File: src/rtl/hazard_pkg.sv
// Shared types for the pipeline hazard controller.
// Forward-select encoding, load result code and controller FSM states.
package hazard_pkg;

  typedef enum logic [1:0] {
    FWD_REG = 2'b00,
    FWD_W   = 2'b01,
    FWD_M   = 2'b10
  } fwd_sel_t;

  localparam logic [1:0] RESULT_SRC_LOAD = 2'b01;

  typedef enum logic [1:0] {
    RUN,
    MEM_WAIT,
    ERROR
  } hz_state_t;

endpackage

File: src/rtl/hazard_controller_forward_select.sv
// Operand forwarding select for one execute-stage source.
// Memory stage wins over writeback; x0 is never forwarded.
module forward_select
  import hazard_pkg::*;
#(
  parameter int REG_ADDR_WIDTH = 5
) (
  input  logic [REG_ADDR_WIDTH-1:0] rs_e,
  input  logic [REG_ADDR_WIDTH-1:0] rd_m,
  input  logic                      reg_write_m,
  input  logic [REG_ADDR_WIDTH-1:0] rd_w,
  input  logic                      reg_write_w,
  output logic [1:0]                fwd
);

  fwd_sel_t sel;

  always_comb begin
    sel = FWD_REG;
    if (reg_write_m && rd_m != '0 && rd_m == rs_e) begin
      sel = FWD_M;
    end else if (reg_write_w && rd_w != '0 && rd_w == rs_e) begin
      sel = FWD_W;
    end
  end

  assign fwd = sel;

endmodule

File: src/rtl/hazard_controller.sv
// Hazard/stall controller: forwarding, load-use stall, branch flush,
// memory wait FSM with timeout and a saturating stall-cycle counter.
module hazard_controller
  import hazard_pkg::*;
#(
  parameter int REG_ADDR_WIDTH = 5,
  parameter int MEM_TIMEOUT    = 64,
  parameter int CNT_WIDTH      = 32
) (
  input  logic                      clk,
  input  logic                      rst,
  input  logic [REG_ADDR_WIDTH-1:0] Rs1D,
  input  logic [REG_ADDR_WIDTH-1:0] Rs2D,
  input  logic [REG_ADDR_WIDTH-1:0] Rs1E,
  input  logic [REG_ADDR_WIDTH-1:0] Rs2E,
  input  logic [REG_ADDR_WIDTH-1:0] RdE,
  input  logic [REG_ADDR_WIDTH-1:0] RdM,
  input  logic [REG_ADDR_WIDTH-1:0] RdW,
  input  logic [1:0]                ResultSrcE,
  input  logic                      RegWriteM,
  input  logic                      RegWriteW,
  input  logic                      PCSrcE,
  input  logic                      MemReqM,
  input  logic                      MemAckM,
  output logic [1:0]                ForwardAE,
  output logic [1:0]                ForwardBE,
  output logic                      StallF,
  output logic                      StallD,
  output logic                      StallE,
  output logic                      StallM,
  output logic                      FlushD,
  output logic                      FlushE,
  output logic                      FlushW,
  output logic                      MemErr,
  output logic [CNT_WIDTH-1:0]      StallCount
);

  localparam int WW = $clog2(MEM_TIMEOUT + 1);
  localparam logic [WW-1:0] WAIT_ONE = WW'(1);
  localparam logic [WW-1:0] WAIT_MAX = WW'(MEM_TIMEOUT);

  hz_state_t            state_q, state_d;
  logic [WW-1:0]        wait_q, wait_d, wait_inc;
  logic                 err_q, err_d;
  logic [CNT_WIDTH-1:0] cnt_q, cnt_d;
  logic                 miss, mem_stall, lw_stall;

  forward_select #(.REG_ADDR_WIDTH(REG_ADDR_WIDTH)) u_fwd_a (
    .rs_e(Rs1E), .rd_m(RdM), .reg_write_m(RegWriteM),
    .rd_w(RdW), .reg_write_w(RegWriteW), .fwd(ForwardAE)
  );

  forward_select #(.REG_ADDR_WIDTH(REG_ADDR_WIDTH)) u_fwd_b (
    .rs_e(Rs2E), .rd_m(RdM), .reg_write_m(RegWriteM),
    .rd_w(RdW), .reg_write_w(RegWriteW), .fwd(ForwardBE)
  );

  assign miss      = MemReqM && !MemAckM;
  assign mem_stall = miss || (state_q == ERROR);
  assign lw_stall  = (ResultSrcE == RESULT_SRC_LOAD) && RdE != '0
                  && (RdE == Rs1D || RdE == Rs2D);

  // A memory stall freezes everything and masks branch flushes.
  assign StallF = mem_stall || lw_stall;
  assign StallD = mem_stall || lw_stall;
  assign StallE = mem_stall;
  assign StallM = mem_stall;
  assign FlushW = mem_stall;
  assign FlushD = !mem_stall && PCSrcE;
  assign FlushE = !mem_stall && (lw_stall || PCSrcE);
  assign MemErr = err_q;
  assign StallCount = cnt_q;

  assign wait_inc = wait_q + WAIT_ONE;

  always_comb begin
    state_d = state_q;
    wait_d  = wait_q;
    unique case (state_q)
      RUN: begin
        if (miss) begin
          wait_d  = WAIT_ONE;
          state_d = (WAIT_ONE == WAIT_MAX) ? ERROR : MEM_WAIT;
        end
      end
      MEM_WAIT: begin
        if (MemAckM || !MemReqM) begin
          wait_d  = '0;
          state_d = RUN;
        end else begin
          wait_d = wait_inc;
          if (wait_inc == WAIT_MAX) state_d = ERROR;
        end
      end
      ERROR: ;
      default: state_d = RUN;
    endcase
    err_d = err_q || (state_d == ERROR);
    cnt_d = (StallF && cnt_q != '1) ? cnt_q + 1'b1 : cnt_q;
  end

  always_ff @(posedge clk or posedge rst) begin
    if (rst) begin
      state_q <= RUN;
      wait_q  <= '0;
      err_q   <= 1'b0;
      cnt_q   <= '0;
    end else begin
      state_q <= state_d;
      wait_q  <= wait_d;
      err_q   <= err_d;
      cnt_q   <= cnt_d;
    end
  end

endmodule
File: config.mk
export PLATFORM = sky130hd
export DESIGN_NAME = hazard_controller
export DESIGN_NICKNAME = d
export VERILOG_FILES = /design/src/rtl/hazard_pkg.sv /design/src/rtl/hazard_controller_forward_select.sv /design/src/rtl/hazard_controller.sv
export SDC_FILE = /design/constraint.sdc
export NUM_CORES = 1
export LEC_CHECK = 0
export CORE_MARGIN = 1
export CORE_UTILIZATION = 40
export CTS_CLUSTER_DIAMETER = 50
export CTS_CLUSTER_SIZE = 20
export DETAILED_ROUTE_END_ITERATION = 10
export PLACE_DENSITY = 0.72
export SLEW_MARGIN = 10
export SYNTH_ARGS = -nofsm -noshare
export SYNTH_HDL_FRONTEND = slang
export SYNTH_SLANG_ARGS = --single-unit
File: constraint.sdc
create_clock -name clk -period 2.7 [get_ports clk]
set_input_delay 0.675 -clock clk [delete_from_list [all_inputs] [get_ports clk]]
set_output_delay 0.675 -clock clk [all_outputs]
set_load 0.01 [all_outputs]
==> impl_metrics.tcl, run 1 <==
set metrics [dict create \
    outcome "finished, violations left" \
    violations "negative setup slack" \
    routedWlPerCell_um 14.25 \
    clk_pin_slew_ps 80 \
    design.core.area_um2 6026 \
    drt_iter0_drc 150 \
    hold_buffers 0 \
    arrival_ps 2030 \
    die_x_um 81.75 \
    yosys-top-cells-area "dfrtp_1, xnor2_1, xor2_1" \
    worstReg2RegStart "state_q[0]" \
    synth_area_um2 2544 \
    synth_simple_gate_area_share_pct 26.81 \
    overflow 0 \
    dp_hpwl_mm 4.763 \
    row_count 28 \
    synthAdderAreaFrac_pct 0.9838 \
    setup_slack_ps -1.640 \
    synth_top_family_by_area "simple AND/OR/NAND/NOR gates" \
    r2r-end "StallCount[21]" \
    rr_worst_depth 9 \
    max_freq_mhz 370.1 \
    layout.nets 422 \
    whs_ps 474.5 \
    syn_nets 301 \
    hold_depth 1 \
    holdCritStartpoint "MemErr" \
    path_max_fanout 2 \
    synthDistinctLibCells 39 \
    cts.path.max_buffers 2 \
    root_buffer "clkbuf_8" \
    tightest_slew_ps 534.5 \
    hold_viol_final 0 \
    yosysWarnings 0 \
    rsz0062_at_grt "yes" \
    fin_util_pct 64.41 \
    diodes 0 \
    grt_pass1_vias 2292 \
    synth_compound_gate_area_share_pct 5.853 \
    cts.sinks 42 \
    insertion_delay_ps 300 \
    dieHeight_um 81.75 \
    yosysTopAreaCell "dfrtp_1" \
    fillers 516 \
    dr.pass1.iters 4 \
    die_area_um2 6682 \
    synthToLayoutAreaGrowth_pct 52.58 \
    required_ps 2030 \
    cts_tree "built" \
    track_usage_pct 20.52 \
    synth_top_area_share_pct 41.32 \
    drc 0 \
    multi_input_area_um2 1513 \
    port_buffers 87 \
    grt_pass1_wl_mm 10.61 \
    grt_antenna_before_repair 0 \
    cts_inserted_buffers 5 \
    power_density_nw_per_um2 424.7 \
    finalClockSkew_ps 7.619 \
    maxSlewViolCount 0 \
    period_needed_ps 2702 \
    yosysSeqAreaShare_pct 41.32 \
    synth_mux_area_share_pct 1.623 \
    htree_levels 2 \
    drive_gt1_share_pct 20.42 \
    maxCapViolCount 0 \
    period_share_pct 100.1 \
    final_cell_mix "clkdlybuf4s50_1, dfrtp_1, xnor2_1, buf_4, xor2_1" \
    relSlewSlack_pct 64.04 \
    setup_viol 1 \
    hold_path_end "MemErr" \
    start_util_pct 42.21 \
    routabilityCongestion 0.8550 \
    p_leak_uw 0.001701 \
    ys_seq_elements 42 \
    antenna_left 0 \
    postSynthCellCount 255 \
    r2r_slack_ps 680 \
    synthXorXnorAreaFrac_pct 21.00 \
    regArea_um2 1051 \
    worst_setup_path_start_kind "primary input" \
    drt_wl_total_mm 6.439 \
    hold_class "register to register" \
    crit_type "primary input to output pin" \
    vdd_ir_drop_max_uv 272.2 \
    num_vias 2309 \
    final_common_cell "clkdlybuf4s50_1" \
    vias_per_cell 5.108 \
    num_io_pins 88 \
    grt_max_degree 43 \
    syn_avg_cell_area_um2 9.975 \
    cp-end-kind "output pin" \
]
-- final cells by class --
cell class / instances / area share [%]
Clock buffer: 6 / 1.870
Clock inverter: 2 / 0.9671
Tap cell: 75 / 2.418
Multi-Input combinational cell: 204 / 38.97
Sequential cell: 42 / 27.08
Inverter: 2 / 0.1934
Timing Repair Buffer: 121 / 28.50
-- power by group --
part	switching (µW)	internal [µW]
combinational	173	236
sequential	62.6	676
clock	225	276
total	460	1190
-- metrics by stage --
step | setup TNS [ps] | cells | total power [µW] | worst slack [ps] | area [µm²]
floorplan | 0 | 255 | 917.0 | 56.66 | 2544
global placement | -4525 | 440 | 1150 | -778.3 | 3692
detailed placement | -4694 | 440 | 1157 | -779.5 | 3692
CTS | -3.497 | 450 | 1656 | -3.497 | 3826
global route | -117.6 | 452 | 1730 | -66.72 | 3881
finish | -1.640 | 452 | 1648 | -1.640 | 3881
-- sequential cells by signal, indices dropped and copies added, names as in the netlist --
name and count:
StallCount 32, wait_q 7, state_q 2, MemErr 1
-- critical path, cell delays in order --
cell	delay [ps]
clkdlybuf4s15_1	200
or4_4	450
o21ai_4	170
buf_4	150
nor4_4	40
nor4_1	170
buf_2	170
-- cells by family (layout without fill, tap and decap cells) --
group           after synthesis  after routing
flops                        42             42
fa+ha+maj                     2              2
mux                           4              4
simple gates                119            119
buf+inv                       9            131
xor+xnor                     61             61
compound gates               18             18
-- per-layer routing --
metal  GRT usage, %  routed length [µm]
met1          25.52                2820
met2          36.03                3377
met3          3.444                 176
met4          6.140                  64
met5              0                   0
-- how the worst max path moves through the flow --
stage               startpoint            to  cells after the start
detailed placement      RdM[0]  ForwardAE[0]                      6
global placement        RdM[0]  ForwardBE[0]                      6
global route            RdM[3]  ForwardAE[0]                      6
floorplan               RdM[0]  ForwardAE[0]                      4
finish                  RdM[0]  ForwardBE[0]                      7
CTS                    Rs1D[4]        FlushE                      9
-- cell usage after synthesis --
master     n
and2_1     4
nor2_1    13
a22oi_2    1
mux2_2     1
dfrtp_1   42
inv_1      2
nor3b_1    1
o21ai_0    8
a21oi_1    2
or4_1      5
nand3_2    1
nand4_2    1
buf_6      2
nand2b_1   3
nand3_1   22
a21oi_4    1
clkbuf_1   1
mux2i_1    3
a21boi_4   1
and4_1     5
a211oi_4   1
a31oi_1    1
and3_1     9
nor4_1     6
o22a_1     1
buf_2      1
o21bai_1   1
ha_1       2
and2_4     3
nand3b_1   1
o21ai_2    1
xnor2_1   37
nand2_1   17
nand4_1   17
nor3_4     1
nor3_1     7
buf_4      3
nor2b_1    3
xor2_1    24
-- timing repair --
item,4_1_cts,5_1_grt
buffers inserted,2,2
pin swaps,13,14
resized for setup,86,27
setup endpoints to repair,11,7
endpoints found under the hold margin,0,0
Power figures use the tool's default switching activity.
==> run 2: changes to the inputs <==
--- a/config.mk
+++ b/config.mk
@@ -7,9 +7,9 @@
 export LEC_CHECK = 0
 export CORE_MARGIN = 1
 export CORE_UTILIZATION = 40
-export CTS_CLUSTER_DIAMETER = 50
 export CTS_CLUSTER_SIZE = 20
 export DETAILED_ROUTE_END_ITERATION = 10
+export HOLD_SLACK_MARGIN = 0.08
 export PLACE_DENSITY = 0.72
 export SLEW_MARGIN = 10
 export SYNTH_ARGS = -nofsm -noshare
==> constraint.sdc (replaced) <==
create_clock -name clk -period 2.6 [get_ports clk]
set_input_delay 0.65 -clock clk [delete_from_list [all_inputs] [get_ports clk]]
set_output_delay 0.65 -clock clk [all_outputs]
set_load 0.01 [all_outputs]
==> run 2 against run 1 <==
Net effect: the flow still finishes with violations (negative setup slack); combinational power up 6.1%; die area did not move; critical endpoint unchanged; critical path type unchanged; global-route usage shrank 0.085 points; worst hold slack gained 6.6 ps.
==> impl_metrics.tcl, run 2 (same netlist as run 1, synthesis figures left out) <==
set metrics [dict create \
    layout.nets 429 \
    hold_class "register to register" \
    row_count 28 \
    maxSlewViolCount 0 \
    power_frac_comb_pct 26.5 \
    htree_levels 2 \
    power_density_nw_per_um2 421.5 \
    track_usage_pct 20.44 \
    period_needed_ps 2654 \
    cp-end-kind "output pin" \
    synthToLayoutAreaGrowth_pct 52.63 \
    cts_inserted_buffers 5 \
    die_area_um2 6682 \
    routabilityCongestion 0.8529 \
    cts_tree "built" \
    vdd_ir_drop_max_uv 312.0 \
    design.core.area_um2 6026 \
    rsz0062_at_grt "yes" \
    overflow 0 \
    design_area_um2 3882 \
    tightest_slew_ps 527.9 \
    drt_iter0_drc 129 \
    dp_hpwl_mm 4.903 \
    drc 0 \
    cpPeakStageDelay_ps 530 \
    crit_family "simple AND/OR/NAND/NOR gates" \
    p_sw_uw 494.0 \
    final_cell_mix "clkdlybuf4s50_1, dfrtp_1, xnor2_1, buf_4, xor2_1" \
    drive_gt1_share_pct 23.96 \
    power_frac_seq_pct 46.9 \
    crit_chain "clkdlybuf4s15_2, xor2_1, or4_1, nor4_2, buf_2" \
    antenna_left 0 \
    crit_slowest_cell "or4_1" \
    fin_total_pwr_uw 1636 \
    num_io_pins 88 \
    internal_power_uw 1142 \
    vias_per_cell 5.187 \
    port_buffers 87 \
    diodes 0 \
    dieHeight_um 81.75 \
    worst_setup_path_start_kind "primary input" \
    fillers 517 \
    cts.sinks 42 \
    setup_viol 2 \
    grt_antenna_before_repair 0 \
    grt_pass1_wl_mm 10.48 \
    largest_reg_flops 32 \
    cts.path.max_buffers 2 \
    max_freq_mhz 376.8 \
    drt_wl_total_mm 6.588 \
    p_leak_uw 0.001672 \
    period_share_pct 102.1 \
    final_common_cell "clkdlybuf4s50_1" \
    postPlaceCellArea_um2 3692 \
    setup_slack_ps -54.15 \
    dr.pass1.iters 4 \
    required_ps 1950 \
    relSlewSlack_pct 64.81 \
    violations "negative setup slack" \
    die_x_um 81.75 \
    insertion_delay_ps 300 \
    grt_max_degree 43 \
    root_buffer "clkbuf_8" \
    path_max_fanout 2 \
    clk_pin_slew_ps 80 \
    start_util_pct 42.21 \
    p_sw_share_pct 30.19 \
    num_vias 2381 \
    maxCapViolCount 0 \
    outcome "finished, violations left" \
    arrival_ps 2000 \
    hold_viol_final 0 \
    whs_ps 481.1 \
    routedWlPerCell_um 14.35 \
    critPathBufInv 2 \
    clockPowerShare_pct 26.6 \
    finalClockSkew_ps 8.291 \
    crit_type "primary input to output pin" \
    grt_pass1_vias 2272 \
]
==> run 2: changes by cell type in the layout (fill, tap and decap cells not counted), sizes merged <==
cell / change
clkinv: +2
buf: +11
bufinv: -1
clkdlybuf4s15: -3
clkbuf: -1
dlygate4sd2: +6
dlymetal6s2s: -7
==> run 2: cell type report <==
class | count | area (µm²) | area share, %
sequential | 42 | 1051 | 27.07
timing repair buffer | 128 | 1126 | 29.00
multi-input combinational | 204 | 1514 | 38.99
tap | 75 | 93.84 | 2.417
clock buffer | 5 | 68.82 | 1.772
clock inverter | 3 | 21.27 | 0.5479
inverter | 2 | 7.507 | 0.1934
==> run 2: metal layers <==
layer | wire length, µm | GRT usage (%)
met2 | 3514 | 35.45
met5 | 0 | 0
met1 | 2748 | 24.98
met4 | 87 | 5.614
met3 | 237 | 5.000
==> run 2: worst reg2reg max path, stage by stage, from the launching register on <==
cell      delay [ps]
dfrtp_1          420
nand2b_1         210
and2_4           200
and2_4           170
buf_4            120
buf_4            110
buf_4            130
a211oi_4         240
buf_12           150
nand4_1          110
xnor2_1          160
==> run 2: per-stage QoR <==
| stage | instances | util, % | setup slack (ps) | TNS, ps |
|---|---|---|---|---|
| after detailed placement | 440 | 61.27 | -962.0 | -6111 |
| after floorplan | 255 | - | 6.663 | 0 |
| after global placement | 440 | 61.27 | -824.4 | -5644 |
| final | 459 | 64.43 | -54.15 | -100.8 |
| after global routing | 459 | 64.43 | -116.8 | -162.3 |
| after CTS | 452 | 62.73 | -61.04 | -61.04 |
==> run 2: repair_timing <==
item | CTS | global route
hold buffers | 0 | 0
resized for setup | 107 | 19
endpoints found under the setup margin | 11 | 9
gates cloned | 0 | 0
buffers inserted | 4 | 7
pin swaps | 20 | 11
==> run 2: power groups by stage <==
stage	Sequential (µW)	Clock (µW)	Combinational, µW
finish	767	436	434
global route	780	473	468
CTS	767	447	417
detailed placement	780	0	423
global placement	777	0	417
floorplan	785	0	167
==> run 2: final timing paths <==
path / start / end / slack, ps / depth (start not counted)
max: Rs2E[0] / ForwardBE[0] / -50 / 5
min: MemErr / MemErr / 480 / 1
max reg2reg: state_q[0] / StallCount[27] / 470 / 10
min reg2reg: MemErr / MemErr / 480 / 1
max in group asynchronous: rst / StallCount[7] / 1460 / 3
min in group asynchronous: rst / state_q[1] / 770 / 3
==> run 3: changes to the inputs <==
--- a/config.mk
+++ b/config.mk
@@ -5,12 +5,13 @@
 export SDC_FILE = /design/constraint.sdc
 export NUM_CORES = 1
 export LEC_CHECK = 0
+export CAP_MARGIN = 20
 export CORE_MARGIN = 1
 export CORE_UTILIZATION = 40
 export CTS_CLUSTER_SIZE = 20
 export DETAILED_ROUTE_END_ITERATION = 10
 export HOLD_SLACK_MARGIN = 0.08
-export PLACE_DENSITY = 0.72
+export PLACE_DENSITY = 0.75
 export SLEW_MARGIN = 10
 export SYNTH_ARGS = -nofsm -noshare
 export SYNTH_HDL_FRONTEND = slang
==> constraint.sdc (replaced) <==
create_clock -name clk -period 2.19 [get_ports clk]
set_input_delay 0.5475 -clock clk [delete_from_list [all_inputs] [get_ports clk]]
set_output_delay 0.5475 -clock clk [all_outputs]
set_load 0.01 [all_outputs]
==> run 3 against run 2 <==
Net effect: the run still ends with negative setup slack left; utilization up 1.2 points; cell area increased by 1.8%; count of clock-buffer cells in the layout is 1 higher; via count is 0.50% lower; critical path depth grew 1.
==> impl_metrics.tcl, run 3 (same netlist as run 1, synthesis figures left out) <==
set metrics [dict create \
    cp-end-kind "output pin" \
    root_buffer "clkbuf_8" \
    period_needed_ps 2364 \
    cpPeakStageDelay_ps 550 \
    vdd_ir_drop_max_uv 386.6 \
    met1_usage_pct 23.75 \
    maxCapViolCount 0 \
    crit_top_cell "or4_4" \
    cts.path.max_buffers 2 \
    setup_slack_ps -174.1 \
    hold_class "register to register" \
    power_density_nw_per_um2 515.7 \
    design.core.area_um2 6026 \
    required_ps 1640 \
    row_count 28 \
    hold_viol_final 0 \
    drc 0 \
    worst_setup_path_start_kind "primary input" \
    track_usage_pct 19.65 \
    use_met3_pct 4.000 \
    outcome "finished, violations left" \
    rsz0062_at_grt "yes" \
    critPathBufInv 2 \
    violations "negative setup slack" \
    grt_antenna_before_repair 0 \
    layout.nets 428 \
    drt_iter0_drc 143 \
    fillers 501 \
    setup_viol 6 \
    path_max_fanout 3 \
    design_area_um2 3953 \
    routedWlPerCell_um 13.95 \
    num_io_pins 88 \
    placed_cells 445 \
    gr-max-usage-layer "met2" \
    relSlewSlack_pct 64.26 \
    antenna_left 0 \
    die_x_um 81.75 \
    synthToLayoutAreaGrowth_pct 55.39 \
    diodes 0 \
    hold_buffers 0 \
    dp_hpwl_mm 4.703 \
    port_buffers 87 \
    dieHeight_um 81.75 \
    insertion_delay_ps 290 \
    max_freq_mhz 423.0 \
    start_util_pct 42.21 \
    routabilityCongestion 0.8167 \
    postPlaceCellArea_um2 3746 \
    met2_usage_pct 34.79 \
    grt_pass1_vias 2266 \
    dr.pass1.iters 4 \
    grt_max_degree 43 \
    vias_per_cell 5.172 \
    crit_chain "buf_4, or4_4, o21ai_2, or4_4, nor4_4, buf_2" \
    crit_slowest_cell "or4_4" \
    die_area_um2 6682 \
    crit_family "simple AND/OR/NAND/NOR gates" \
    period_share_pct 108.0 \
    maxSlewViolCount 0 \
    finalClockSkew_ps 7.693 \
    layoutNonFillerInstCount 458 \
    grt_pass1_wl_mm 10.09 \
    final_cell_mix "dfrtp_1, buf_4, clkdlybuf4s50_1, xnor2_1, xor2_1" \
    clk_pin_slew_ps 80 \
    overflow 0 \
    crit_type "primary input to output pin" \
    p_leak_uw 0.001724 \
    largest_reg_flops 32 \
    tightest_slew_ps 536.1 \
    fin_total_pwr_uw 2038 \
    cts_inserted_buffers 5 \
    drt_wl_total_mm 6.391 \
    whs_ps 493.6 \
    htree_levels 2 \
    drive_gt1_share_pct 28.46 \
    final_common_cell "dfrtp_1" \
    arrival_ps 1820 \
    cts_tree "built" \
    cts.sinks 42 \
    num_vias 2369 \
]
-- run 3: changes by cell type in the layout (fill, tap and decap cells not counted), sizes merged --
| cell | delta |
|---|---|
| dlygate4sd2 | -5 |
| bufinv | +1 |
| clkinv | -2 |
| clkbuf | +5 |
| buf | +7 |
| clkdlybuf4s50 | -7 |
-- run 3: power by group --
part           internal [µW]  switching, µW
Combinational            302            217
Clock                    340            270
Sequential               833           75.4
Total                   1480            562
-- run 3: timing repair --
| action | in CTS | in global routing |
|---|---|---|
| gates resized for setup | 128 | 49 |
| endpoints found under the setup margin | 39 | 9 |
| setup buffers | 5 | 1 |
| pin swaps | 34 | 31 |
-- run 3: cell type report --
class | instances | area, µm² | share of cell area (%)
well taps | 75 | 93.84 | 2.374
inverters | 2 | 7.507 | 0.1899
flip-flops and latches | 42 | 1051 | 26.59
clock inverters | 2 | 37.54 | 0.9497
clock buffers | 6 | 72.57 | 1.836
multi-input cells | 204 | 1585 | 40.11
repair buffers | 127 | 1105 | 27.95
-- run 3: path summary, 6_finish.rpt --
check	startpoint	slack, ps	cells past startpoint	end
max	RdW[0]	-170	6	ForwardBE[0]
min	MemErr	490	1	MemErr
max reg2reg	state_q[0]	280	9	StallCount[23]
min reg2reg	MemErr	490	1	MemErr
max in group asynchronous	rst	1140	3	StallCount[29]
min in group asynchronous	rst	680	3	wait_q[6]
-- run 3: layer usage --
layer | wire length (µm) | share of wire (%)
met5 | 0 | 0
met3 | 222 | 3.5
met4 | 68 | 1.1
met2 | 3397 | 53
met1 | 2703 | 42
-- run 3: metrics by stage --
step                      setup slack, ps  utilization, %  setup TNS (ps)
after detailed placement            -1058           62.17          -19090
final                              -174.1           65.59          -427.3
after global routing               -244.8           65.59          -698.2
after floorplan                    -64.56               -          -64.56
after CTS                          -297.2           64.20          -604.8
after global placement             -989.8           62.17          -17520
